[src/rtl/score_bcd_tracker_pkg.sv]
// score_pkg: shared types and constants for the score BCD tracker.
//   state_e    - conversion FSM states
//   BCD_BLANK  - nibble code used for a blanked display digit
//   bcd_max()  - largest value representable in a given number of BCD digits
package score_pkg;

  typedef enum logic [1:0] {
    IDLE      = 2'd0,
    CONV_CUR  = 2'd1,
    CONV_HIGH = 2'd2,
    PUBLISH   = 2'd3
  } state_e;

  localparam logic [3:0] BCD_BLANK = 4'hF;

  // 10^digits - 1; digits is at most 9, so the result fits in 32 bits.
  function automatic logic [31:0] bcd_max(input int unsigned digits);
    logic [31:0] m;
    m = 32'd1;
    for (int unsigned i = 0; i < digits; i++) begin
      m = m * 32'd10;
    end
    return m - 32'd1;
  endfunction

endpackage

[src/rtl/score_bcd_tracker_bin2bcd_step.sv]
// bin2bcd_step: one combinational double-dabble step.
//   sr_i  [4*DIGITS+SCORE_W-1:0]  shift register in; BCD digits in the upper
//                                 4*DIGITS bits, remaining binary bits below
//   sr_o  [4*DIGITS+SCORE_W-1:0]  after add-3 on every digit >= 5 and a
//                                 one-bit left shift
module bin2bcd_step #(
  parameter int SCORE_W = 14,
  parameter int DIGITS  = 4
) (
  input  logic [4*DIGITS+SCORE_W-1:0] sr_i,
  output logic [4*DIGITS+SCORE_W-1:0] sr_o
);

  logic [4*DIGITS+SCORE_W-1:0] adj;

  always_comb begin
    adj = sr_i;
    for (int i = 0; i < DIGITS; i++) begin
      if (adj[SCORE_W+4*i +: 4] >= 4'd5) begin
        adj[SCORE_W+4*i +: 4] = adj[SCORE_W+4*i +: 4] + 4'd3;
      end
    end
    sr_o = adj << 1;
  end

endmodule

[src/rtl/score_bcd_tracker.sv]
// score_bcd_tracker: high-score tracking plus serial binary-to-BCD conversion
// of the live and high scores for the seven-segment display path.
//   clk            system clock
//   rst_n          asynchronous active-low reset
//   tick           conversion request, accepted only while idle
//   current_score  live score, unsigned
//   clr_high       synchronous clear of the high score (priority over update)
//   cur_bcd        published current-score digits, digit 0 in [3:0]
//   high_bcd       published high-score digits, same packing
//   busy           conversion in progress
//   done           one-cycle pulse, digit outputs updated this cycle
//   new_high       one-cycle pulse when the high score increases
// Build option: define SCORE_LEAD_BLANK_EN to blank leading zero digits with
// BCD_BLANK at publish time (digit 0 always shown).
//
// state     | meaning
// ----------+-----------------------------------------------------------
// IDLE      | waiting for tick; snapshots both scores on acceptance
// CONV_CUR  | SCORE_W double-dabble steps on the current-score snapshot
// CONV_HIGH | SCORE_W double-dabble steps on the high-score snapshot
// PUBLISH   | both digit vectors registered together, done raised
module score_bcd_tracker
  import score_pkg::*;
#(
  parameter int SCORE_W = 14,
  parameter int DIGITS  = 4
) (
  input  logic                  clk,
  input  logic                  rst_n,
  input  logic                  tick,
  input  logic [SCORE_W-1:0]    current_score,
  input  logic                  clr_high,
  output logic [4*DIGITS-1:0]   cur_bcd,
  output logic [4*DIGITS-1:0]   high_bcd,
  output logic                  busy,
  output logic                  done,
  output logic                  new_high
);

  localparam int BCD_W = 4*DIGITS;
  localparam int SR_W  = BCD_W + SCORE_W;
  localparam int CNT_W = $clog2(SCORE_W);
  localparam logic [CNT_W-1:0] LAST = CNT_W'(SCORE_W - 1);
  localparam logic [31:0] MAX = bcd_max(DIGITS);

  // Clamp so the snapshot always fits in DIGITS digits.
  function automatic logic [SCORE_W-1:0] sat(input logic [SCORE_W-1:0] x);
    if (32'(x) > MAX) return SCORE_W'(MAX);
    else              return x;
  endfunction

  function automatic logic [BCD_W-1:0] fmt(input logic [BCD_W-1:0] v);
    logic [BCD_W-1:0] r;
`ifdef SCORE_LEAD_BLANK_EN
    logic lead;
    r    = v;
    lead = 1'b1;
    for (int i = DIGITS-1; i >= 1; i--) begin
      if (lead && (v[4*i +: 4] == 4'd0)) r[4*i +: 4] = BCD_BLANK;
      else                                lead = 1'b0;
    end
`else
    r = v;
`endif
    return r;
  endfunction

  state_e               state_q, state_d;
  logic [SR_W-1:0]      sr_q, sr_d, step_out;
  logic [CNT_W-1:0]     cnt_q, cnt_d;
  logic [BCD_W-1:0]     cur_res_q, cur_res_d;
  logic [SCORE_W-1:0]   snap_high_q, snap_high_d;
  logic [BCD_W-1:0]     cur_bcd_q, cur_bcd_d;
  logic [BCD_W-1:0]     high_bcd_q, high_bcd_d;
  logic                 done_q, done_d;
  logic [SCORE_W-1:0]   high_q;
  logic                 new_high_q;

  bin2bcd_step #(
    .SCORE_W (SCORE_W),
    .DIGITS  (DIGITS)
  ) u_step (
    .sr_i (sr_q),
    .sr_o (step_out)
  );

  // High score tracks the live score every cycle, independent of the FSM.
  always_ff @(posedge clk or negedge rst_n) begin
    if (!rst_n) begin
      high_q     <= '0;
      new_high_q <= 1'b0;
    end else begin
      new_high_q <= 1'b0;
      if (clr_high) begin
        high_q <= '0;
      end else if (current_score > high_q) begin
        high_q     <= current_score;
        new_high_q <= 1'b1;
      end
    end
  end

  always_ff @(posedge clk or negedge rst_n) begin
    if (!rst_n) begin
      state_q     <= IDLE;
      sr_q        <= '0;
      cnt_q       <= '0;
      cur_res_q   <= '0;
      snap_high_q <= '0;
      cur_bcd_q   <= '0;
      high_bcd_q  <= '0;
      done_q      <= 1'b0;
    end else begin
      state_q     <= state_d;
      sr_q        <= sr_d;
      cnt_q       <= cnt_d;
      cur_res_q   <= cur_res_d;
      snap_high_q <= snap_high_d;
      cur_bcd_q   <= cur_bcd_d;
      high_bcd_q  <= high_bcd_d;
      done_q      <= done_d;
    end
  end

  always_comb begin
    state_d     = state_q;
    sr_d        = sr_q;
    cnt_d       = cnt_q;
    cur_res_d   = cur_res_q;
    snap_high_d = snap_high_q;
    cur_bcd_d   = cur_bcd_q;
    high_bcd_d  = high_bcd_q;
    done_d      = 1'b0;
    case (state_q)
      IDLE: begin
        if (tick) begin
          sr_d        = {{BCD_W{1'b0}}, sat(current_score)};
          snap_high_d = sat(high_q);
          cnt_d       = '0;
          state_d     = CONV_CUR;
        end
      end
      CONV_CUR: begin
        sr_d  = step_out;
        cnt_d = cnt_q + 1'b1;
        if (cnt_q == LAST) begin
          // Park the finished current digits and reuse the shifter for high.
          cur_res_d = step_out[SR_W-1 -: BCD_W];
          sr_d      = {{BCD_W{1'b0}}, snap_high_q};
          cnt_d     = '0;
          state_d   = CONV_HIGH;
        end
      end
      CONV_HIGH: begin
        sr_d  = step_out;
        cnt_d = cnt_q + 1'b1;
        if (cnt_q == LAST) begin
          state_d = PUBLISH;
        end
      end
      PUBLISH: begin
        cur_bcd_d  = fmt(cur_res_q);
        high_bcd_d = fmt(sr_q[SR_W-1 -: BCD_W]);
        done_d     = 1'b1;
        state_d    = IDLE;
      end
      default: state_d = IDLE;
    endcase
  end

  assign cur_bcd  = cur_bcd_q;
  assign high_bcd = high_bcd_q;
  assign busy     = (state_q != IDLE);
  assign done     = done_q;
  assign new_high = new_high_q;

endmodule
[config.mk]
export PLATFORM = sky130hd
export DESIGN_NAME = score_bcd_tracker
export DESIGN_NICKNAME = d
export VERILOG_FILES = /design/src/rtl/score_bcd_tracker_pkg.sv /design/src/rtl/score_bcd_tracker_bin2bcd_step.sv /design/src/rtl/score_bcd_tracker.sv
export SDC_FILE = /design/constraint.sdc
export NUM_CORES = 1
export LEC_CHECK = 0
export CAP_MARGIN = 20
export CORE_AREA = 2 2 124 96
export CTS_BUF_LIST = sky130_fd_sc_hd__clkbuf_4 sky130_fd_sc_hd__clkbuf_8
export DETAILED_ROUTE_END_ITERATION = 16
export DIE_AREA = 0 0 126 98
export PLACE_DENSITY = 0.73
export SLEW_MARGIN = 20
export SYNTH_ARGS = -nofsm -noshare
export SYNTH_HDL_FRONTEND = slang
export SYNTH_SLANG_ARGS = --single-unit
[constraint.sdc]
create_clock -name clk -period 2.25 [get_ports clk]
set_clock_uncertainty 0.2 [all_clocks]
set_input_delay 0.5625 -clock clk [delete_from_list [all_inputs] [get_ports clk]]
set_output_delay 0.5625 -clock clk [all_outputs]
set_load 0.05 [all_outputs]
======== Yosys cells after proc, flatten, opt, wreduce, memory -nomap -nowiden ========
Index checks and enable logic that the tools add are counted.
word-level totals
  register bits after elaboration ......... 114
  output and inout bits ................... 35
  logic and storage cells ................. 58
operators by class
  add/subtract/negate cells ............... 5
  magnitude comparators ................... 7
  eq/ne operators ......................... 7
  mux-type cells .......................... 21
  reduce and logical (&&, ||, !) cells .... 8
operators by type and width
  cell                  number
  $pmux 30 s3           1
  $mux 30               2
  $mux 14               4
  $gt 14x14->1 const B  2
  $mux 4                5
  $ge 4x3->1 const B    4
  $gt 14x14->1          1
  $add 4x2->4 const B   3
  $pmux 4 s3            1
  $pmux 2 s4            1
  $mux 2                3
  $ne 2x2->1 const B    3
  $reduce_and 2->1      3
  $add 4x1->4 const B   1
  $eq 2x2->1 const B    2
  $eq 4x4->1 const B    1
  $reduce_bool 2->1     2
  $add 3x2->3 const B   1
  $mux 1                3
  $mux 3                1
  $reduce_and 3->1      1
  $reduce_bool 3->1     1
  $eq 2x1->1 const B    1
  $logic_not 2->1       1

======== Depth between registers and ports, before layout ========
Gate-level depths: netlist of run 1.
  depth after elaboration ................. 4
  mapped depth ............................ 8

======== Modules after synthesis ========
From an unflattened synthesis of run 1, not the netlist that was laid out.
second synthesis, totals
  cells, all modules ...................... 543
  area total of the unflattened synthesis .. 5696.7 um2
by module, submodules not included
  module             instances  cells an instance  area each (um2)  sequential area each (um2)
  score_bcd_tracker  1          467                5195.0           2852.7
  bin2bcd_step       1          76                 501.7            0.0

======== Least setup slack after synthesis of run 1 ========
Ideal clock, no wire load.
  path type ............................... input port to flip-flop
  from .................................... input current_score[5]
  to ...................................... register high_q[0]
  setup time .............................. 0.079 ns
  arrival ................................. 1.982 ns
  setup slack ............................. -0.012 ns
  stages .................................. 7
  path buffers ............................ 1
  cells stage by stage .................... ha_1 > nand4_1 > o21bai_1 > a311o_1 > a21oi_4 > buf_12 > mux2i_1
on the way
  longest elaborated chain between the ends .. 2
RTL lines
  element                      RTL line                 RTL
  start, declared              score_bcd_tracker.sv:31  input logic [SCORE_W-1:0] current_score,
  $gt 14x14->1                 score_bcd_tracker.sv:96  end else if (current_score > high_q) begin
  $reduce_bool 2->1 (no line)  n/a
  end signal, assigned         score_bcd_tracker.sv:97  high_q <= current_score;
  end, declared                score_bcd_tracker.sv:76  logic [SCORE_W-1:0] high_q;
Every way passes these cells.
A chain may end at the register's enable or synchronous reset.

======== Final worst setup path of run 1 ========
  from .................................... register high_q[3]
  to ...................................... register high_q[1]
on the way
  longest elaborated chain between the ends .. 2
RTL lines
  element                      RTL line
  $gt 14x14->1                 score_bcd_tracker.sv:96
  $reduce_bool 2->1 (no line)  n/a
Every way passes these cells.

==> results of run 1 <==
[layout make-up]
cell class / instances / area [um2] / share of cell area, %
flip-flops and latches: 114 / 2850 / 40.9
well taps: 144 / 180 / 2.58
multi-input cells: 345 / 2480 / 35.6
repair buffers: 108 / 938 / 13.4
inverters: 30 / 116 / 1.67
clock inverters: 9 / 104 / 1.49
clock buffers: 22 / 303 / 4.34
[layer usage]
metal	GRT usage [%]	routed length (um)	up-vias
met4	8.11	227	0
met2	33.1	5980	93
met3	4.93	528	20
li1	-	-	2016
met1	30.4	5950	2103
met5	0	0	-
[through the flow]
stage	util, %	total power [uW]
floorplan	-	5230
detailed placement	57.1	6450
global placement	57.1	6290
global route	62.1	9050
CTS	61.2	8450
finish	62.1	8540
[timing repair]
action / in CTS / in global routing
pin swaps: 2 / 3
endpoints found under the hold margin: 18 / 0
cloned: 1 / 0
endpoints found under the setup margin: 17 / 23
buffers inserted: 3 / 6
gates resized for setup: 22 / 12
hold buffers: 1 / 0
[layout by cell type, fill, tap and decap left out, types with 2 or more instances in the layout]
master and count:
nand2_1 56, xnor2_1 4, dfrtp_1 113, clkinvlp_4 3, buf_4 80, nand3_1 9, nor2b_1 3, o21a_1 2
o21ai_0 43, clkinv_2 4, a222oi_1 7, clkbuf_8 22, a21oi_1 34, nand4_1 7, o21bai_1 2, ha_4 4
nor4_1 3, nor2_1 15, a32o_1 4, bufinv_16 2, mux2i_1 14, nor3b_1 7, dlygate4sd2_1 17, inv_1 23
o31ai_1 18, a21o_1 2, buf_12 6, mux2_2 35, ha_1 25, inv_2 6, clkdlybuf4s50_1 2, a22o_1 5
nand2b_1 35
[where the power goes]
group	internal [uW]	switching [uW]
clock network	1120	831
registers	2640	356
logic	1440	2170
[Yosys cell counts, types with 2 or more instances]
master    number
mux2_2        35
buf_1          3
o21ai_0       43
a21o_1         2
ha_1          30
nand4_1        7
clkbuf_1      14
xnor2_1        4
nor3b_1        7
a22o_1         5
o21bai_1       2
nor4_1         3
dfrtp_1      114
a32o_1         4
nand3_1        9
nor2b_1        3
o31ai_1       18
a21oi_1       34
nor2_1        16
buf_2          5
mux2i_1       14
o21a_1         2
a222oi_1       7
nand2b_1      35
nand2_1       56
inv_1         29
[flip-flops by register name, summed over array words and instances, names as in the netlist]
signal	cells
sr_q	30
cur_bcd	16
cur_res_q	16
high_bcd	16
high_q	14
snap_high_q	14
cnt_q	4
state_q	2
done	1
new_high	1
[tightest hold or removal path: stages (launching register included)]
cell     delay (ns)
dfrtp_1        0.34
nand2_1        0.04
o21ai_0        0.06
[how the worst max path moves through the flow]
stage	start	endpoint	cells past startpoint
floorplan	current_score[3]	high_q[0]$_DFFE_PN0P_	7
global placement	current_score[5]	high_q[1]$_DFFE_PN0P_	8
detailed placement	current_score[5]	high_q[6]$_DFFE_PN0P_	8
CTS	high_q[8]$_DFFE_PN0P_	high_q[10]$_DFFE_PN0P_	8
global route	high_q[11]$_DFFE_PN0P_	high_q[11]$_DFFE_PN0P_	8
finish	high_q[3]$_DFFE_PN0P_	high_q[1]$_DFFE_PN0P_	9
[cell families after synthesis]
group                    after synthesis
multiplexers                          49
AO/OA/AOI/OAI                        122
buffers and inverters                 53
XOR/XNOR                               4
adder cells (fa/ha/maj)               30
flip-flops                           114
AND/OR/NAND/NOR                      140
==> impl_metrics.env, run 1 <==
export IMPL_outcome="finished with violations"
export IMPL_violations="setup timing"
export IMPL_vias=4232
export IMPL_hold_viol=0
export IMPL_syn_instance_count=512
export IMPL_final_cell_area_um2=6980
export IMPL_reg2reg_to="high_q[1]$_DFFE_PN0P_"
export IMPL_synthAdderAreaFrac_pct=6.84
export IMPL_port_buffers=52
export IMPL_ant_nets=0
export IMPL_htreeDepth=4
export IMPL_wl_um=12700
export IMPL_routedWlPerCell_um=16.4
export IMPL_holdPathStages=2
export IMPL_worstPathCellList="inv_1 > ha_1 > nand4_1 > o21bai_1 > a311o_1 > a21oi_4 > buf_6 > buf_12 > mux2i_1"
export IMPL_finalSetupTns_ns=-0.305
export IMPL_async_reset_ff_share_pct=100
export IMPL_path_class="flop to flop"
export IMPL_finalCritPeriodShare_pct=102
export IMPL_fmax_mhz=434
export IMPL_synth_area_per_cell_um2=10.7
export IMPL_setup_ws_ns=-0.0519
export IMPL_ioPinCount=53
export IMPL_grt_usage_pct=21.6
export IMPL_syn_nets=560
export IMPL_rr_worst_depth=9
export IMPL_cts_tree="built"
export IMPL_drtPass1Iterations=6
export IMPL_yosys_warnings=0
export IMPL_synthXorXnorAreaFrac_pct=0.638
export IMPL_synth_area_mux_share_pct=9.74
export IMPL_critical_path_arrival_ns=2.44
export IMPL_initial_core_util_pct=48.9
export IMPL_via_per_inst=5.48
export IMPL_syn_to_final_growth_pct=27.2
export IMPL_yosys_most_used_dff="dfrtp_1"
export IMPL_place_gp_congestion=0.831
export IMPL_synth_area_leader_cell="dfrtp_1"
export IMPL_cts_root_buf="clkbuf_8"
export IMPL_cap_violations=0
export IMPL_fill_cells=898
export IMPL_core_um2=11200
export IMPL_timing_hold_ws_ns=0.282
export IMPL_drive_above_1_share_pct=27.4
export IMPL_worst_path_max_delay_cell="dfrtp_1"
export IMPL_setup_viol=12
export IMPL_row_count=34
export IMPL_crit_family="compound AO/OA/AOI/OAI gates"
export IMPL_synth_simple_gate_area_share_pct=12.7
export IMPL_startpoint_type="flop"
export IMPL_grt_max_degree=64
export IMPL_ys_ff_latch=114
export IMPL_reg2reg_slack_ns=-0.05
export IMPL_worstHoldPathType="flop to flop"
export IMPL_synth_compound_area_share_pct=14.1
export IMPL_place_inst=730
export IMPL_place_ws_ns=-0.530
export IMPL_grt_antenna_before_repair=0
export IMPL_synth_top_family_by_area="compound AO/OA/AOI/OAI gates"
export IMPL_die_h_um=98
export IMPL_yosysSeqAreaShare_pct=52.0
export IMPL_overflow=0
export IMPL_r2r_start="high_q[3]$_DFFE_PN0P_"
export IMPL_power_density_nw_per_um2=1220
export IMPL_clk_latency_ns=0.43
export IMPL_worstPathMaxFanout=7
export IMPL_cp_num_buf_inv=3
export IMPL_synth_top_area_share_pct=52.0
export IMPL_cts_buffers=17
export IMPL_slew_headroom_pct=67.6
export IMPL_required_ns=2.39
export IMPL_path_clk_slew_ns=0.07
export IMPL_worst_setup_path_end_kind="flop"
export IMPL_cp_slowest_stage_delay_ns=0.36
export IMPL_hpwlAfterDp_um=8830
export IMPL_drc_errors=0
export IMPL_die_w_um=126
export IMPL_synth_edf_count=0
export IMPL_netlist_area_um2=5490
export IMPL_min_from="cur_res_q[8]$_DFFE_PN0P_"
export IMPL_synth_area_leaders="dfrtp_1 (52%), mux2_2 (7.2%), ha_1 (6.8%)"
export IMPL_die_area_um2=12300
export IMPL_clkSinkCount=114
export IMPL_drtIter0Drc=359
export IMPL_worstHoldEndpoint="cur_res_q[8]$_DFFE_PN0P_"
export IMPL_grt_first_pass_wirelength_um=21300
export IMPL_place_area_um2=6410
export IMPL_grt_pass1_vias=4308
export IMPL_vdd_ir_drop_max_mv=0.562
export IMPL_finalNonFillerCells=772
export IMPL_final_max_slew_viol_count=0
export IMPL_final_min_clock_period_ns=2.30
export IMPL_n_antenna_cell=0
export IMPL_synth_cell_types=37
export IMPL_rsz0062_at_grt="true"
export IMPL_p_leak_uw=0.00326
export IMPL_cts_path_max_buffers=2
export IMPL_nets=664
export IMPL_tightest_slew_ns=0.488
Power figures use the tool's default switching activity.
==> run 2, diff against run 1 <==
--- a/config.mk
+++ b/config.mk
@@ -5,6 +5,7 @@
 export SDC_FILE = /design/constraint.sdc
 export NUM_CORES = 1
 export LEC_CHECK = 0
+export ABC_CLOCK_PERIOD_IN_PS = 2250
 export CAP_MARGIN = 20
 export CORE_AREA = 2 2 124 96
 export CTS_BUF_LIST = sky130_fd_sc_hd__clkbuf_4 sky130_fd_sc_hd__clkbuf_8
==> results of run 2 <==
The final DEF is identical to that of run 1; final timing and power are the same.
==> RTL edit 1, RTL diff (flow settings as in run 2) <==
Take the reset off `sr_q` and `cur_res_q` and load them in a clocked block of their own.
--- a/src/rtl/score_bcd_tracker.sv
+++ b/src/rtl/score_bcd_tracker.sv
@@ -104,7 +104,5 @@
     if (!rst_n) begin
       state_q     <= IDLE;
-      sr_q        <= '0;
       cnt_q       <= '0;
-      cur_res_q   <= '0;
       snap_high_q <= '0;
       cur_bcd_q   <= '0;
@@ -113,7 +111,5 @@
     end else begin
       state_q     <= state_d;
-      sr_q        <= sr_d;
       cnt_q       <= cnt_d;
-      cur_res_q   <= cur_res_d;
       snap_high_q <= snap_high_d;
       cur_bcd_q   <= cur_bcd_d;
@@ -121,4 +117,9 @@
       done_q      <= done_d;
     end
+  end
+
+  always_ff @(posedge clk) begin
+    sr_q      <= sr_d;
+    cur_res_q <= cur_res_d;
   end
 
Formal check against the unedited RTL: same outputs for any inputs over 10 cycles, from zero or initial values and one cycle with rst_n low; that may be too few to reach the edited logic, so the function may still have changed.
==> RTL edit 1 against run 2 <==
- synthesized area fell by 2.6%
- sequential cell count is the same
- routed wire length shrank 11%
- worst setup slack better by 0.085 ns
- design area decreased by 1.2%
- power grew 22%
- die area unchanged
==> RTL edit 1: results (changes against run 2) <==
- Status: finished, final reports clean
- Vias in the first global route: 3,701 (-14%)
- WL met3: 489 µm (-7.4%)
- M1 WL: 5381 µm (-9.6%)
- Reg2reg start: high_q[7]
- Hold Startpoint: sr_q[13]
- Met2 Use GR: 29.69% (-3.4 points)
- FF-to-FF path depth: 8 (-1)
- Crit Path Max Fanout: 8 (+1)
- Postcts setup bufs: 1 (-2)
- Fillers: 887 (-1.2%)
- Adder-Cell Fraction of Synth Area: 7.022% (+0.18 points)
- Layout cells sized above 1: 28.96% (+1.6 points)
- Total Routing Usage GR: 19.00% (-2.6 points)
- Pin count of the biggest net entering global routing: 69 (+7.8%)
- Async set or reset register ratio after synthesis: 59.65% (-40 points)
- Vias: 3,637 (-14%)
- Hpwl dp: 7563 µm (-14%)
- P_int: 6.439 mW (+24%)
- Leading cell types by count after synthesis: 68 x dfrtp_1, 46 x edfxtp_1, 38 x nand2b_1, 33 x mux2_2
- First-pass GRT wire length: 18,380 µm (-14%)
- Met2 WL: 5368 µm (-10%)
- WL/cell: 16.36 µm (-0.48%)
- Final nets: 584 (-12%)
- Post-synth EDFFs: 46 (+46)
- Reg-to-Reg End: high_q[12]
- Leakage power total: 3.101 nW (-5.0%)
- Post-Syn Instances: 441 (-14%)
- Seq/Total Area, Yosys: 57.68% (+5.7 points)
- Post-synth net total: 489 (-13%)
-- RTL edit 1: how the worst min path moves through the flow --
stage	endpoint	slack, ns
after global routing	cur_res_q[0]	0.27
after global placement	cur_res_q[0]	0.26
after detailed placement	cur_res_q[0]	0.24
after floorplan	cnt_q[0]	0.07
after CTS	cur_res_q[0]	0.26
final	cur_res_q[0]	0.26
-- RTL edit 1: power by group through the flow --
stage	Combinational, mW	Clock, mW	Sequential [mW]
3_3_place_gp	4.31	0	3.64
6_report	4.56	2.26	3.64
2_1_floorplan	2.10	0	4.53
5_1_grt	4.92	2.38	3.75
4_1_cts	4.51	2.29	3.65
3_5_place_dp	4.45	0	3.68
-- RTL edit 1: layout make-up --
type,count,area (µm²),share of cell area [%]
clock inverter,13,212.7,3.085
sequential,114,3083,44.71
inverter,30,112.6,1.633
timing repair buffer,92,822.0,11.92
tap,144,180.2,2.613
multi-input combinational,281,2230,32.34
clock buffer,19,255.2,3.702
==> RTL edit 2, RTL diff (flow settings as in run 2) <==
Made on the original files. Build with the macro `SCORE_LEAD_BLANK_EN` defined.
--- a/src/rtl/score_bcd_tracker.sv
+++ b/src/rtl/score_bcd_tracker.sv
@@ -20,4 +20,6 @@
 // CONV_HIGH | SCORE_W double-dabble steps on the high-score snapshot
 // PUBLISH   | both digit vectors registered together, done raised
+`define SCORE_LEAD_BLANK_EN
+
 module score_bcd_tracker
   import score_pkg::*;
Formal check against the unedited RTL: no difference found for any inputs over 10 cycles, from zero or initial values and one cycle with rst_n low; that may be too few to reach the edited logic, so the function may still have changed.
==> RTL edit 2 against run 2 <==
- synthesized cell count grew 7.6%
- power shrank 1.1%
- worst setup slack gained 0.059 ns
- cell count grew 4.3%
- routed wire length grew 4.9%
- largest cell class unchanged
- die area is the same
- design area grew 2.2%
- maximum frequency grew 2.6%
- highest routed layer unchanged
- sequential cell count is the same
- synthesized area grew 0.98%
- sequential share of layout area shrank 0.87 points
- largest power group unchanged
==> RTL edit 2: results (changes against run 2) <==
- Max rail drop VDD: 0.8104 mV (+44%)
- Met1 global-route usage: 32.52% (+2.1 points)
- Post-synth net total: 599 (+7.0%)
- CP max-delay cell: dfrtp_2
- WL/cell: 16.54 µm (+0.65%)
- Leading cell types by count after synthesis: 114 x dfrtp_1, 51 x a21oi_1, 49 x nor2_1, 46 x nand2_1, 43 x o21ai_0
- Seq pwr: 2.76 mW (-7.7%)
- Top cells by area, synth: dfrtp_1 51%, ha_1 6.8%, a21oi_1 4.6%
- TritonCTS buffer count: 17 (unchanged)
- Met2 Use GR: 34.62% (+1.5 points)
- Post-CTS sizing: 28 (+27%)
- First-pass GRT wire length: 22,490 µm (+5.5%)
- Post-synthesis xor/xnor area fraction: 0.6322% (-0.0062 points)
- Critical Path AT: 2.39 ns (-0.05 ns)
- 1st-pass router iterations: 4 (-2)
- Total Routing Usage GR: 22.76% (+1.1 points)
- Final min period: 2.243 ns (-0.05885 ns)
- Final WL: 13,320 µm (+4.9%)
- Met3 Usage GRT: 5.260% (+0.33 points)
- Status: finished, final reports clean
- GPL Wtd Cong: 0.9048 (+8.8%)
- Clock power share: 28.0% (+5.2 points)
- Sw frac: 36.31% (-2.9 points)
- M1 WL: 6308 µm (+6.0%)
- Pin count of the biggest net entering global routing: 34 (-47%)
- WL met3: 644 µm (+22%)
- Final nets: 696 (+4.8%)
- Seq/Total Area, Yosys: 51.48% (-0.50 points)
- Hold Path End: sr_q[8]
- Adder-Cell Fraction of Synth Area: 6.774% (-0.066 points)
- Hpwl dp: 9295 µm (+5.2%)
- Max incr delay on CP: 0.40 ns (+0.04 ns)
- Crit path launch: high_q[7]
- Fillers: 909 (+1.2%)
- Yosys cell types: 43 (+16%)
- Crit Path Max Fanout: 8 (+1)
- Leakage power total: 3.178 nW (-2.6%)
- Met2 WL: 6185 µm (+3.4%)
- Hold Startpoint: sr_q[8]
- Layout cells sized above 1: 23.75% (-3.6 points)
- Reg-to-Reg End: high_q[7]
- Worst slew pin tran: 0.5337 ns (+0.04537 ns)
- Vias: 4,460 (+5.4%)
- Vias in the first global route: 4,611 (+7.0%)
- Postcts setup bufs: 1 (-2)
- Pre-CTS setup slack: -0.5537 ns (-0.02404 ns)
- Reg2Reg Setup Slack: 0.007 ns (+0.06 ns)
- FF-to-FF path depth: 8 (-1)
- Dpl cell area: 0.006480 mm² (+1.1%)
- CTS root buf: clkbuf_8
- Mux cell area share after synthesis: 5.170% (-4.6 points)
- Placed cell count: 764 (+4.7%)
- Iter 0 DRT Violations: 270 (-25%)
-- RTL edit 2: cell count changes after synthesis, moves of 6 or more --
cell | run 2 | this run
o22a_1 | 0 | 12
nand2_1 | 56 | 46
o31ai_1 | 18 | 6
a222oi_1 | 7 | 1
a221oi_1 | 1 | 9
nor2_1 | 16 | 49
clkbuf_1 | 14 | 21
mux2_2 | 35 | 13
o22ai_1 | 0 | 9
a21oi_1 | 34 | 51
-- RTL edit 2: cell type report --
cell class	instances	area, µm²	area share [%]
sequential	114	2854	40.03
multi-input combinational	378	2559	35.89
timing repair buffer	105	923.4	12.95
clock buffer	22	290.3	4.072
clock inverter	10	202.7	2.843
tap	144	180.2	2.527
inverter	32	120.1	1.685
-- RTL edit 2: critical path: cells and delay by family (launching register included) --
kind | cells | cell delay, ns
fa+ha+maj | 1 | 0.26
mux | 1 | 0.23
compound gates | 4 | 0.81
flops | 1 | 0.40
buf+inv | 2 | 0.24
